[config.mk]
export PLATFORM = sky130hd
export DESIGN_NAME = mem_access_unit
export DESIGN_NICKNAME = d
export VERILOG_FILES = /design/src/rtl/mem_access_unit.sv
export SDC_FILE = /design/constraint.sdc
export NUM_CORES = 1
export LEC_CHECK = 0
export CAP_MARGIN = 20
export CORE_UTILIZATION = 41
export DETAILED_ROUTE_END_ITERATION = 8
export GPL_TIMING_DRIVEN = 0
export MAX_ROUTING_LAYER = met4
export PLACE_DENSITY = 0.78
export SLEW_MARGIN = 20
export SYNTH_ARGS = -nofsm -noshare
export SYNTH_HDL_FRONTEND = slang
export SYNTH_SLANG_ARGS = --single-unit
[constraint.sdc]
create_clock -name clk -period 2.3 [get_ports clk]
set_clock_uncertainty 0.1 [all_clocks]
set_input_delay 0.23 -clock clk [delete_from_list [all_inputs] [get_ports clk]]
set_output_delay 0.23 -clock clk [all_outputs]
set_load 0.05 [all_outputs]
[src/rtl/mem_access_unit.sv]
// Memory-stage load/store sequencer: word-aligned byte-enabled bus requests, pipeline stall, load extension.
// Optional MISALIGN_TRAP_EN: misaligned H/W accesses complete immediately with misalign_o instead of touching the bus.
//
// state    | meaning
// ---------+-------------------------------------------------------------
// S_IDLE   | waiting for MemRead_i/MemWrite_i; latches the request
// S_ACCESS | strobes driven from latched request, waiting for mem_ready_i or timeout
// S_DONE   | one-cycle done_o pulse, stall released, strobes low
module mem_access_unit #(
   parameter logic [15:0] TIMEOUT_CYCLES = 16'd255
) (
   input  logic        clk,
   input  logic        rst,
   input  logic        MemRead_i,
   input  logic        MemWrite_i,
   input  logic [2:0]  funct3_i,
   input  logic [31:0] addr_i,
   input  logic [31:0] wdata_i,
   output logic [31:0] mem_addr_o,
   output logic [31:0] mem_wdata_o,
   output logic [3:0]  mem_be_o,
   output logic        mem_re_o,
   output logic        mem_we_o,
   input  logic [31:0] mem_rdata_i,
   input  logic        mem_ready_i,
   output logic [31:0] data_o,
   output logic        stall_o,
   output logic        done_o,
   output logic        bus_err_o,
   output logic        misalign_o
);

   typedef enum logic [1:0] {S_IDLE, S_ACCESS, S_DONE} state_t;

   localparam logic [1:0] SZ_B = 2'd0;
   localparam logic [1:0] SZ_H = 2'd1;
   localparam logic [1:0] SZ_W = 2'd2;

   // Unsigned load encodings have no store counterpart, so they fall back to word on stores.
   function automatic logic [1:0] size_of(input logic is_store, input logic [2:0] f3);
      if (f3 == 3'b000 || (!is_store && f3 == 3'b100))
         return SZ_B;
      else if (f3 == 3'b001 || (!is_store && f3 == 3'b101))
         return SZ_H;
      else
         return SZ_W;
   endfunction

   state_t      state_q, state_d;
   logic [31:0] addr_q, wdata_q, data_q;
   logic [2:0]  f3_q;
   logic        store_q;
   logic [15:0] tmo_cnt_q;
   logic        bus_err_q, misalign_q;
   logic        req, tmo_hit, misalign_req;
   logic [1:0]  acc_size;
   logic [7:0]  lane_byte;
   logic [15:0] lane_half;
   logic [31:0] load_ext, wdata_rep;
   logic [3:0]  be_store;

   assign req      = MemRead_i | MemWrite_i;
   assign acc_size = size_of(store_q, f3_q);
   assign tmo_hit  = (TIMEOUT_CYCLES != 16'd0) && (tmo_cnt_q == 16'd1);

`ifdef MISALIGN_TRAP_EN
   logic [1:0] req_size;
   assign req_size     = size_of(MemWrite_i, funct3_i);
   assign misalign_req = (req_size == SZ_H && addr_i[0]) ||
                         (req_size == SZ_W && addr_i[1:0] != 2'b00);
`else
   assign misalign_req = 1'b0;
`endif

   always_comb begin
      state_d = state_q;
      case (state_q)
         S_IDLE:   if (req) state_d = misalign_req ? S_DONE : S_ACCESS;
         S_ACCESS: if (mem_ready_i || tmo_hit) state_d = S_DONE;
         S_DONE:   state_d = S_IDLE;
         default:  state_d = S_IDLE;
      endcase
   end

   // Lane selection ignores address bits below the access size.
   always_comb begin
      case (addr_q[1:0])
         2'd1:    lane_byte = mem_rdata_i[15:8];
         2'd2:    lane_byte = mem_rdata_i[23:16];
         2'd3:    lane_byte = mem_rdata_i[31:24];
         default: lane_byte = mem_rdata_i[7:0];
      endcase
      lane_half = addr_q[1] ? mem_rdata_i[31:16] : mem_rdata_i[15:0];
      case (acc_size)
         SZ_B: begin
            load_ext  = {{24{lane_byte[7] & ~f3_q[2]}}, lane_byte};
            be_store  = 4'b0001 << addr_q[1:0];
            wdata_rep = {4{wdata_q[7:0]}};
         end
         SZ_H: begin
            load_ext  = {{16{lane_half[15] & ~f3_q[2]}}, lane_half};
            be_store  = addr_q[1] ? 4'b1100 : 4'b0011;
            wdata_rep = {2{wdata_q[15:0]}};
         end
         default: begin
            load_ext  = mem_rdata_i;
            be_store  = 4'b1111;
            wdata_rep = wdata_q;
         end
      endcase
   end

   always_ff @(posedge clk) begin
      if (rst) begin
         state_q    <= S_IDLE;
         addr_q     <= '0;
         wdata_q    <= '0;
         f3_q       <= '0;
         store_q    <= 1'b0;
         data_q     <= '0;
         tmo_cnt_q  <= '0;
         bus_err_q  <= 1'b0;
         misalign_q <= 1'b0;
      end else begin
         state_q <= state_d;
         case (state_q)
            S_IDLE: begin
               bus_err_q  <= 1'b0;
               misalign_q <= 1'b0;
               if (req) begin
                  addr_q     <= addr_i;
                  wdata_q    <= wdata_i;
                  f3_q       <= funct3_i;
                  store_q    <= MemWrite_i;
                  tmo_cnt_q  <= TIMEOUT_CYCLES;
                  misalign_q <= misalign_req;
               end
            end
            S_ACCESS: begin
               if (mem_ready_i) begin
                  if (!store_q) data_q <= load_ext;
               end else if (tmo_hit) begin
                  bus_err_q <= 1'b1;
                  if (!store_q) data_q <= '0;
               end else if (tmo_cnt_q != 16'd0) begin
                  tmo_cnt_q <= tmo_cnt_q - 16'd1;
               end
            end
            default: begin
               tmo_cnt_q  <= '0;
               bus_err_q  <= 1'b0;
               misalign_q <= 1'b0;
            end
         endcase
      end
   end

   assign mem_addr_o  = {addr_q[31:2], 2'b00};
   assign mem_wdata_o = wdata_rep;
   assign mem_re_o    = (state_q == S_ACCESS) && !store_q;
   assign mem_we_o    = (state_q == S_ACCESS) && store_q;
   assign mem_be_o    = (state_q != S_ACCESS) ? 4'b0000 : (store_q ? be_store : 4'b1111);
   assign stall_o     = ((state_q == S_IDLE) && req) || (state_q == S_ACCESS);
   assign done_o      = (state_q == S_DONE);
   assign data_o      = data_q;
   assign bus_err_o   = bus_err_q;
   assign misalign_o  = misalign_q;

endmodule

==> flow_summary.ini, run 1 <==
[timing]
fmax_mhz = 444
worst_pin_slew_ps = 669
hold_violations = 0
setup_viol = 0
drv_slew = 0
tns_ps = 0
fin_crit_ps = 2250
slew_headroom_pct = 54.9
fin_crit_sh_pct = 97.9

[synthesis]
synth_area_per_cell_sq_um = 7.70
synth_seq_cells = 119
synth_async_sr_flop_share_pct = 0
yosys_most_used_dff = dfxtp_1
synth-edff-count = 0
synth-adder-area-share_pct = 0.436
synth-simple-area-share_pct = 22.2
yosysSeqAreaShare_pct = 41.5
synth-xor-area-share_pct = 0
ys.warnings.count = 0
synth_area_leader_cell = dfxtp_1
synth_commonest_cells = nand2_1 (197), dfxtp_1 (119), a21oi_1 (97), clkbuf_1 (47), buf_4 (42)
yosys.area.top_type_share_pct = 41.5
synth_top_family_by_area = compound AO/OA/AOI/OAI gates
syn_inst = 745
synth_compound_area_share_pct = 22.4
ys_types = 51
synth_area_sq_um = 5740
synth_most_common_cell = nand2_1
synthTopCellsByArea = dfxtp_1 (42%), nand2_1 (13%), a21oi_1 (8.5%)
synth_mux_area_share_pct = 3.69

[detailed_routing]
drt_pre_antenna_iters = 5
route.detailed.wl_per_inst_um = 15.7
wl_mm = 18.2
vias_per_cell = 5.15
ant_nets = 0
drt_iter0_drc = 446
drc = 0
vias = 5964

[critical_path]
end_kind = primary output
cp_slowest_cell = mux2_2
slowest_delay_ps = 330
crit_arrival_ps = 1920
critical_path.max_fanout = 10
reg2reg_slack_ps = 60
required_ps = 1970
setup.worst_path.start_class = flop
cp_cell_sequence = clkbuf_8 > a21o_4 > nor2_4 > buf_12 > mux2_2 > buf_4
path_class = flop to primary output

[clock_network]
clk_pin_slew_worst_paths_ps = 60
cts_tree = built
clock-root-buffer = clkbuf_16
cts_buffers = 17
htree_levels = 4
cts_buffer_depth = 2
clkLatencyLatePin_ps = 420
cts.sinks = 119
hold_buffers = 0

[final_layout]
postLayoutCellArea_sq_um = 8780
fin_nets = 1076
drive_gt1_share_pct = 16.9
num_antenna_cells = 0
final_core_util_pct = 65.3
area.growth.synth_to_final_pct = 53.1

[global_route]
grt_max_degree = 17
track_usage_pct = 25.9
grt_antenna_before_repair = 0
grt_pass1_wl_mm = 28.2
grt_pass1_vias = 5727
grt_overflow = 0

[pwr]
p_total_uw = 7110
power_leakage_uw = 0.00361
power_density_nw_per_um2 = 810
vdd_ir_drop_max_mv = 0.647

[floorplan]
rows = 42
dieArea_sq_um = 14500
die_h_um = 120
coreArea_sq_um = 13500
io_pins = 210
start_util_pct = 42.6
die_x_um = 120

[status]
status = finished, final reports clean

[place]
hpwlAfterDp_mm = 13.3
port_buffers = 205
gp_congestion = 0.919
placed_area_sq_um = 8030

[job]
drv_cap = 0

[min_path]
holdCritPathClass = primary input to flop
-- critical path: cells and delay by family, from the launching register on --
| kind | cells | cell delay (ps) |
|---|---|---|
| buf+inv | 3 | 500 |
| mux | 1 | 330 |
| simple gates | 1 | 110 |
| compound gates | 1 | 240 |
| flops | 1 | 310 |
-- state kept, by name, summed over array words and instances, names as in the netlist --
signal     count
tmo_cnt_q     16
f3_q           3
data_o        32
bus_err_o      1
wdata_q       32
addr_q        32
store_q        1
state_q        2
-- power breakdown --
part	internal [uW]	total, uW	leakage, uW	switching (uW)
logic	793	2050	0.00234	1260
clock network	1780	2710	0.000297	931
registers	2220	2350	0.000977	126
total	4790	7110	0.00361	2320
-- placed cells by master (no fill, tap or decap), types with 5 or more instances in the layout --
| cell | instances |
|---|---|
| o21ai_0 | 27 |
| mux2_2 | 9 |
| a21o_1 | 19 |
| nor3b_1 | 8 |
| nand2b_1 | 8 |
| clkbuf_2 | 12 |
| clkbuf_4 | 8 |
| a21oi_1 | 96 |
| inv_1 | 6 |
| buf_2 | 5 |
| nand3_1 | 5 |
| nor2_1 | 26 |
| clkbuf_1 | 27 |
| nor3_1 | 7 |
| a31oi_1 | 10 |
| nand2_1 | 197 |
| mux2i_1 | 11 |
| o31ai_1 | 5 |
| o2bb2ai_1 | 16 |
| or4_1 | 5 |
| a221oi_1 | 7 |
| clkbuf_8 | 5 |
| or3_1 | 8 |
| clkinv_2 | 5 |
| clkbuf_16 | 17 |
| dfxtp_1 | 117 |
| buf_4 | 56 |
| buf_6 | 14 |
| clkdlybuf4s50_1 | 173 |
| o21ai_2 | 6 |
-- metal layers --
layer  vias up  wire, um  global-route usage (%)
met5         -         0                       -
met4         0       240                    9.03
met3        18      1190                    6.60
met2       215      8570                    41.6
met1      2755      8170                    31.6
li1       2976         -                       -
-- worst paths after layout --
check                                   start             end  cells after the start
worst max register to register  tmo_cnt_q[10]      data_o[19]                      7
worst min register to register     data_o[23]      data_o[23]                      1
worst min-delay path                      rst   tmo_cnt_q[10]                      4
worst max-delay path                  store_q  mem_wdata_o[9]                      6
-- per-stage QoR --
stage	setup WS [ps]	hold WS (ps)	cells
floorplan	-85.1	266	747
global placement	-1210	337	1128
detailed placement	-1210	339	1128
CTS	0.239	204	1159
global route	-7.06	234	1159
finish	47.9	215	1159
-- final cells by class --
class                   count  area, sq um
fillers                  1238         4670
multi-input cells         527         2930
flip-flops and latches    119         2380
repair buffers            208         2050
plain buffers              91          582
clock buffers              23          478
well taps                 176          220
clock inverters             9          123
inverters                   6         22.5
-- logic make-up (layout without fill, tap and decap cells) --
group / after synthesis / in the layout
buffers and inverters: 101 / 337
AND/OR/NAND/NOR: 290 / 290
adder cells (fa/ha/maj): 2 / 2
other: 1 / 3
multiplexers: 20 / 20
AO/OA/AOI/OAI: 212 / 212
flip-flops: 119 / 119
-- what timing repair did --
action	CTS	global route
endpoints found under the hold margin	0	0
resized for setup	207	53
setup buffers	3	0
endpoints found under the setup margin	71	79
pin swaps	2	3
Note: power is estimated with default switching activity, not from simulation.
==> run 2, diff against run 1 <==
--- a/config.mk
+++ b/config.mk
@@ -6,11 +6,12 @@
 export NUM_CORES = 1
 export LEC_CHECK = 0
 export CAP_MARGIN = 20
-export CORE_UTILIZATION = 41
+export CORE_UTILIZATION = 57
 export DETAILED_ROUTE_END_ITERATION = 8
+export DONT_BUFFER_PORTS = 1
 export GPL_TIMING_DRIVEN = 0
 export MAX_ROUTING_LAYER = met4
-export PLACE_DENSITY = 0.78
+export PLACE_DENSITY = 0.75
 export SLEW_MARGIN = 20
 export SYNTH_ARGS = -nofsm -noshare
 export SYNTH_HDL_FRONTEND = slang
==> flow_summary.ini, run 2 (synthesis gave the netlist of run 1 again) <==
[timing]
setup_viol = 0
fin_crit_sh_pct = 98.7
hold_violations = 0
fmax_mhz = 440
postLayoutSetupSlackWorst_ps = 28.8
holdWs_ps = 16.2
drv_slew = 0
fin_crit_ps = 2270
slew_headroom_pct = 39.8
worst_pin_slew_ps = 899

[place]
port_buffers = 0
pre_cts_slack_ps = -804
hpwlAfterDp_mm = 12.0
gp_congestion = 0.912

[detailed_routing]
drc = 0
route.detailed.wl_per_inst_um = 20.3
vias_per_cell = 6.17
drt_iter0_drc = 397
wl_mm = 20.6
vias = 6278
drt_pre_antenna_iters = 5
ant_nets = 0

[clock_network]
cts_buffer_depth = 2
clkLatencyLatePin_ps = 530
cts_tree = built
htree_levels = 4
cts_buffers = 17
cts.sinks = 119
clk_pin_slew_worst_paths_ps = 60
clock-root-buffer = clkbuf_8

[final_layout]
area.growth.synth_to_final_pct = 41.0
fin_nets = 979
layout_commonest_cell = nand2_1
drive_gt1_share_pct = 18.9
final_core_util_pct = 82.8
num_antenna_cells = 0
fillCellCount = 561
final_cell_mix = nand2_1 (188), dfxtp_1 (115), dlygate4sd3_1 (102), a21oi_1 (96), buf_4 (53)

[pwr]
p_sw_uw = 2420
power_density_nw_per_um2 = 880
p_clk_share_pct = 39.4
power_leakage_uw = 0.00334
p_int_uw = 4700
p_total_uw = 7120
p_comb_share_pct = 25.8
vdd_ir_drop_max_mv = 0.538
swShare_pct = 34.0
power_frac_seq_pct = 34.8

[floorplan]
dieArea_sq_um = 10500
start_util_pct = 58.7
die_x_um = 102
die_h_um = 102
io_pins = 210
rows = 36
coreArea_sq_um = 9770

[global_route]
grt_pass1_vias = 6053
grt_antenna_before_repair = 0
grt_max_degree = 17
grt_pass1_wl_mm = 30.0
grt_overflow = 0
track_usage_pct = 38.9

[critical_path]
setup.worst_path.start_class = flop
critical_path.max_fanout = 10
cp_slowest_cell = dfxtp_2
path_class = flop to primary output
cp_cell_sequence = clkbuf_2 > mux2i_1 > o21ai_4
required_ps = 1970
slowest_delay_ps = 410
end_kind = primary output
crit_arrival_ps = 1940

[status]
status = finished, final reports clean

[job]
drv_cap = 0

[min_path]
holdCritPathClass = primary input to flop
## run 2: final timing paths
path	end	slack (ps)	from	cells past startpoint
max	mem_wdata_o[28]	30	f3_q[0]	3
min	data_o[4]	20	mem_rdata_i[20]	4
max reg2reg	data_o[2]	40	state_q[1]	7
min reg2reg	addr_q[15]	360	addr_q[15]	2
## run 2: routing by layer
| metal | GRT usage, % | up-vias | routed length, um |
|---|---|---|---|
| met1 | 42.6 | 2962 | 7540 |
| met4 | 21.5 | 0 | 930 |
| met3 | 11.1 | 104 | 1970 |
| li1 | - | 2782 | - |
| met2 | 63.6 | 430 | 10200 |
| met5 | - | - | 0 |
## run 2: repair_timing
item | CTS | global route
hold endpoints to repair | 104 | 0
pin swaps | 13 | 7
setup endpoints to repair | 93 | 94
hold buffers | 102 | 0
gates cloned | 0 | 3
gates resized for setup | 86 | 39
buffers inserted | 5 | 4
## run 2: area by class of cell
cell class | count | area [sq um] | area share (%)
Sequential cell | 119 | 2390 | 29.5
Multi-Input combinational cell | 527 | 3160 | 39.0
Clock buffer | 21 | 469 | 5.80
Timing Repair Buffer | 114 | 1130 | 14.0
Inverter | 6 | 22.5 | 0.278
Buffer | 88 | 612 | 7.56
Tap cell | 133 | 166 | 2.06
Clock inverter | 9 | 148 | 1.83
## run 2: worst max-delay path, delay by kind of cell, from the launching register on
kind,cells,cell delay (ps)
flops,1,410
compound gates,1,410
buf+inv,1,360
mux,1,230
## run 2: power groups by stage
stage | sequential [uW] | clock (uW) | combinational (uW)
after detailed placement | 2490 | 0 | 1420
after floorplan | 2450 | 0 | 1200
after CTS | 2460 | 2800 | 1720
after global placement | 2480 | 0 | 1390
final | 2480 | 2810 | 1840
after global routing | 2490 | 2890 | 1930
## run 2: stage by stage
step	setup TNS [ps]	area, sq um	instances
after global routing	-80.6	8090	1017
final	0	8090	1017
after global placement	-29240	5930	880
after CTS	0	7990	1013
after floorplan	-1270	5760	747
after detailed placement	-34770	5950	880
==> variant 1: new RTL, config.mk and constraints of run 1 <==
Re-encode `state_t` (3 states) as one-hot, 3 bits wide.
--- a/src/rtl/mem_access_unit.sv
+++ b/src/rtl/mem_access_unit.sv
@@ -30,7 +30,7 @@
    output logic        misalign_o
 );
 
-   typedef enum logic [1:0] {S_IDLE, S_ACCESS, S_DONE} state_t;
+   typedef enum logic [2:0] {S_IDLE = 3'b001, S_ACCESS = 3'b010, S_DONE = 3'b100} state_t;
 
    localparam logic [1:0] SZ_B = 2'd0;
    localparam logic [1:0] SZ_H = 2'd1;
Formal check against the unedited RTL: no difference found for any inputs over 4 cycles, from zero or initial values and one cycle with rst high; so few cycles prove little.
==> variant 1 against run 1 <==
Final area shrank 1.7%. Global-route usage grew 0.19 points. Non-clock buffer count shrank 7. Sequential share of layout area grew 0.75 points. Worst setup slack lost 0.0050 ns. Total power shrank 1.2%. Via count grew 1.3%. Sequential cell count grew 1. Fmax shrank 0.22%. Die area is essentially flat. Wire length shrank 0.48%. Synthesized area is essentially flat. Critical path type unchanged. Largest power group unchanged. Highest routed layer unchanged.
==> variant 1: results (changes against run 1) <==
Multi-input gates -> 541 (+2.7%)
Routed wl met3 -> 1300 µm (+8.8%)
Area fraction in compound gates after synthesis -> 21.4% (-1.0 points)
XOR/XNOR Fraction of Synth Area -> 0.153% (+0.15 points)
Fraction of final layout cells sized beyond drive strength 1 -> 15.4% (-1.5 points)
All-Layer GR Usage -> 26.1% (+0.19 points)
Area contributors post-synth -> sky130_fd_sc_hd__dfxtp_1 42%, sky130_fd_sc_hd__nand2_1 14%, sky130_fd_sc_hd__a21oi_1 7.9%
First-pass GRT wire length -> 28,500 µm (+0.88%)
Per-cell via count in the routed design -> 5.18 (+0.73%)
Final Instance Count excl. Fillers -> 1,166 (+0.60%)
Number of non-clock inverters in the layout -> 5 (-1)
Total area of sequential cells -> 2410 µm² (+1.0%)
Vias in the first global route -> 5,718 (-0.16%)
Clk cell area share -> 6.51% (-0.33 points)
Weighted congestion reported at the end of routability-driven placement -> 0.899 (-2.2%)
Relative max-transition margin -> 58.1% (+3.2 points)
Area taken by multi-input logic gates -> 2910 µm² (-0.47%)
Wire length after detailed routing -> 18,100 µm (-0.48%)
Proportion of synthesized area in mux cells -> 3.54% (-0.15 points)
Cell area reported after detailed placement -> 8040 µm² (about the same)
Clock sinks -> 120 (+0.84%)
HPWL reported at the end of detailed placement -> 13,200 µm (-0.35%)
Leak pwr -> 3.52 nW (-2.4%)
Count of mapped cells out of synthesis -> 753 (+1.1%)
Met2 track utilization from global routing -> 42.6% (+0.97 points)
Combinational group share of total power -> 30.0% (+1.1 points)
Clock buffer instance count of the final layout -> 24 (+4.3%)
Placement Setup Slack -> -1.15 ns (+0.0551 ns)
Total Nets Final -> 1,083 (+0.65%)
Run status -> complete, no violations
DRC violation total after the first TritonRoute iteration -> 464 (+4.0%)
Quantity of gates resized following cts -> 193 (-6.8%)
Post-CTS Repair Setup Buffers -> 2 (-1)
Non-clock buffers, area share -> 29.1% (-0.83 points)
Combinational logic power -> 2.11 mW (+3%)
Met3 Usage GRT -> 6.70% (+0.094 points)
Number of unique standard cell types used by synthesis -> 52 (+2.0%)
Routed metal-1 wire length -> 7790 µm (-4.7%)
Sum of met2 wire segment lengths after detailed routing -> 8700 µm (+1.6%)
Buffers added on ports -> 206 (+0.49%)
Die Width -> 120 µm (about the same)
Final core utilization -> 64.2% (-1.1 points)
-- variant 1: worst max-delay path, cell delays in order (launching register included) --
cell	delay [ns]
sky130_fd_sc_hd__dfxtp_1	0.29
sky130_fd_sc_hd__buf_2	0.18
sky130_fd_sc_hd__or3b_1	0.37
sky130_fd_sc_hd__buf_2	0.20
sky130_fd_sc_hd__a31oi_1	0.22
sky130_fd_sc_hd__buf_4	0.24
-- variant 1: kinds of logic (layout without fill, tap and decap cells) --
group	Yosys count	count (layout)
AND/OR/NAND/NOR	310	310
XOR/XNOR	1	1
buffers and inverters	94	329
multiplexers	19	19
AO/OA/AOI/OAI	206	206
other	1	3
adder cells (fa/ha/maj)	2	2
flip-flops	120	120
-- variant 1: path summary, 6_finish.rpt --
path,start,cells after the start,slack [ns],endpoint
worst min-delay path,funct3_i[2],3,0.25,f3_q[2]
worst max register to register,state_q[2],8,0.05,tmo_cnt_q[5]
worst min register to register,data_o[15],2,0.33,data_o[15]
worst max-delay path,state_q[2],5,0.04,mem_be_o[0]
==> variant 2: new RTL, config.mk and constraints of run 1 <==
Without the edit above. Build with the macro `MISALIGN_TRAP_EN` defined.
--- a/src/rtl/mem_access_unit.sv
+++ b/src/rtl/mem_access_unit.sv
@@ -6,6 +6,8 @@
 // S_IDLE   | waiting for MemRead_i/MemWrite_i; latches the request
 // S_ACCESS | strobes driven from latched request, waiting for mem_ready_i or timeout
 // S_DONE   | one-cycle done_o pulse, stall released, strobes low
+`define MISALIGN_TRAP_EN
+
 module mem_access_unit #(
    parameter logic [15:0] TIMEOUT_CYCLES = 16'd255
 ) (
Behaviour: not the same (a bounded check fails within 4 cycles, from zero or initial values and one cycle with rst high).
==> variant 2 against run 1 <==
The run now ends with setup timing left. Wire length up 5.9%. Critical path depth down 1. Sequential cell count up 1. Sequential share of layout area down 0.32 points. Final area up 2.4%. Worst setup slack worse by 0.049 ns. Total power up 4.1%. Synthesized area up 0.89%. Combinational power up 7%. Clock power up 5%.
==> variant 2: results (changes against run 1) <==
Longest individual stage delay on the worst path -> 0.53 ns (+0.20 ns)
Number of unique standard cell types used by synthesis -> 49 (-3.9%)
Delay-heaviest family, CP -> simple AND/OR/NAND/NOR gates
Routed wire per std cell -> 16.3 µm (+4.1%)
Measured slew at the worst slew-check pin -> 0.695 ns (+0.0256 ns)
Placement Setup Slack -> -0.936 ns (+0.271 ns)
Total Nets Final -> 1,092 (+1.5%)
Cell type of the slowest stage on the worst timing path -> sky130_fd_sc_hd__or4_4
Sum of met2 wire segment lengths after detailed routing -> 9290 µm (+8.5%)
Leak pwr -> 3.56 nW (-1.5%)
Total negative slack for setup checks -> -0.00137 ns (-0.00137 ns)
Area contributors post-synth -> sky130_fd_sc_hd__dfxtp_1 42%, sky130_fd_sc_hd__nand2_1 13%, sky130_fd_sc_hd__a21oi_1 8.9%
First-pass GRT wire length -> 29,700 µm (+5.1%)
Fill cells -> 1,159 (-6.4%)
All-Layer GR Usage -> 27.1% (+1.2 points)
Per-cell via count in the routed design -> 5.34 (+3.7%)
HPWL reported at the end of detailed placement -> 13,500 µm (+1.5%)
Vias in the first global route -> 5,870 (+2.5%)
Worst IR drop on VDD -> 0.000546 V (-16%)
Fraction of final layout cells sized beyond drive strength 1 -> 18.4% (+1.5 points)
Weighted congestion reported at the end of routability-driven placement -> 0.916 (-0.29%)
Routed wl met3 -> 1500 µm (+25%)
Violated checks -> setup timing
Most instantiated cells after synthesis -> 199 x sky130_fd_sc_hd__nand2_1, 120 x sky130_fd_sc_hd__dfxtp_1, 103 x sky130_fd_sc_hd__a21oi_1
Post-route worst setup slack -> -0.00137 ns (-0.0492 ns)
Run status -> complete, but fails checks
Setup violators final -> 1 (+1)
DRC violation total after the first TritonRoute iteration -> 590 (+32%)
## variant 2: changes by cell type after synthesis, sizes merged, moves of 3 or more
cell            run 1  this run
a211oi              4         1
o2bb2ai            16        31
a21o               20         2
buf                48        51
nand3               5        14
inv                 6        13
a21oi              98       103
nor3b               8         0
nand2b              9         5
and3                3         0
nor3                9        15
## variant 2: logic make-up after synthesis
logic type	share of synthesized area [%]
AOI/OAI and AO/OA	22.8
adders and majority gates	0.432
buffers and inverters	9.86
DFF	41.5
muxes	3.31
other	0.0648
and+or+nand+nor	22.0
## variant 2: final cells by class
class                   count  area [µm²]  area share, %
plain buffers              89         591           6.57
clock buffers              25         485           5.40
clock inverters             7         140           1.56
inverters                  13        48.8          0.543
multi-input cells         529        3010           33.4
flip-flops and latches    120        2410           26.8
well taps                 180         225           2.50
repair buffers            216        2080           23.2
## variant 2: routing by layer
metal / up-vias / GRT usage, %
met2: 293 / 43.5
met4: 0 / 9.10
met3: 41 / 7.50
met5: - / -
li1: 3044 / -
met1: 2915 / 32.7
## variant 2: power groups by stage
stage / clock [mW] / sequential, mW / combinational (mW)
after floorplan: 0 / 2.44 / 1.30
after global placement: 0 / 2.38 / 2.08
after detailed placement: 0 / 2.39 / 2.09
after CTS: 2.87 / 2.36 / 2.15
after global routing: 2.96 / 2.40 / 2.33
final: 2.84 / 2.38 / 2.19
## variant 2: what timing repair did
action,in CTS,in global routing
cloned,1,1
setup buffers,6,2
pin swaps,5,5
setup endpoints to repair,107,105
gates resized for setup,229,42
hold endpoints to repair,0,0
## variant 2: through the flow
step | std cells | power, mW | util (%) | instance area [µm²]
floorplan | 758 | 3.74 | - | 5800
global placement | 1144 | 4.46 | 58.5 | 8090
detailed placement | 1144 | 4.48 | 58.5 | 8090
CTS | 1178 | 7.38 | 64.1 | 8860
global route | 1179 | 7.68 | 65.0 | 8990
finish | 1179 | 7.41 | 65.0 | 8990
## variant 2: worst paths after layout
kind / slack [ns] / cells after the start / to
worst min register to register: 0.35 / 2 / addr_q[28]
worst max-delay path: -0.001 / 5 / tmo_cnt_q[5]
worst max register to register: -0.001 / 5 / tmo_cnt_q[5]
worst min-delay path: 0.26 / 3 / addr_q[28]
## variant 2: worst register-to-register path, stage by stage (launching register included)
cell,delay [ns]
sky130_fd_sc_hd__dfxtp_4,0.35
sky130_fd_sc_hd__or4_4,0.51
sky130_fd_sc_hd__or4_4,0.53
sky130_fd_sc_hd__o31a_2,0.44
sky130_fd_sc_hd__a21oi_1,0.14
sky130_fd_sc_hd__a2111oi_0,0.07
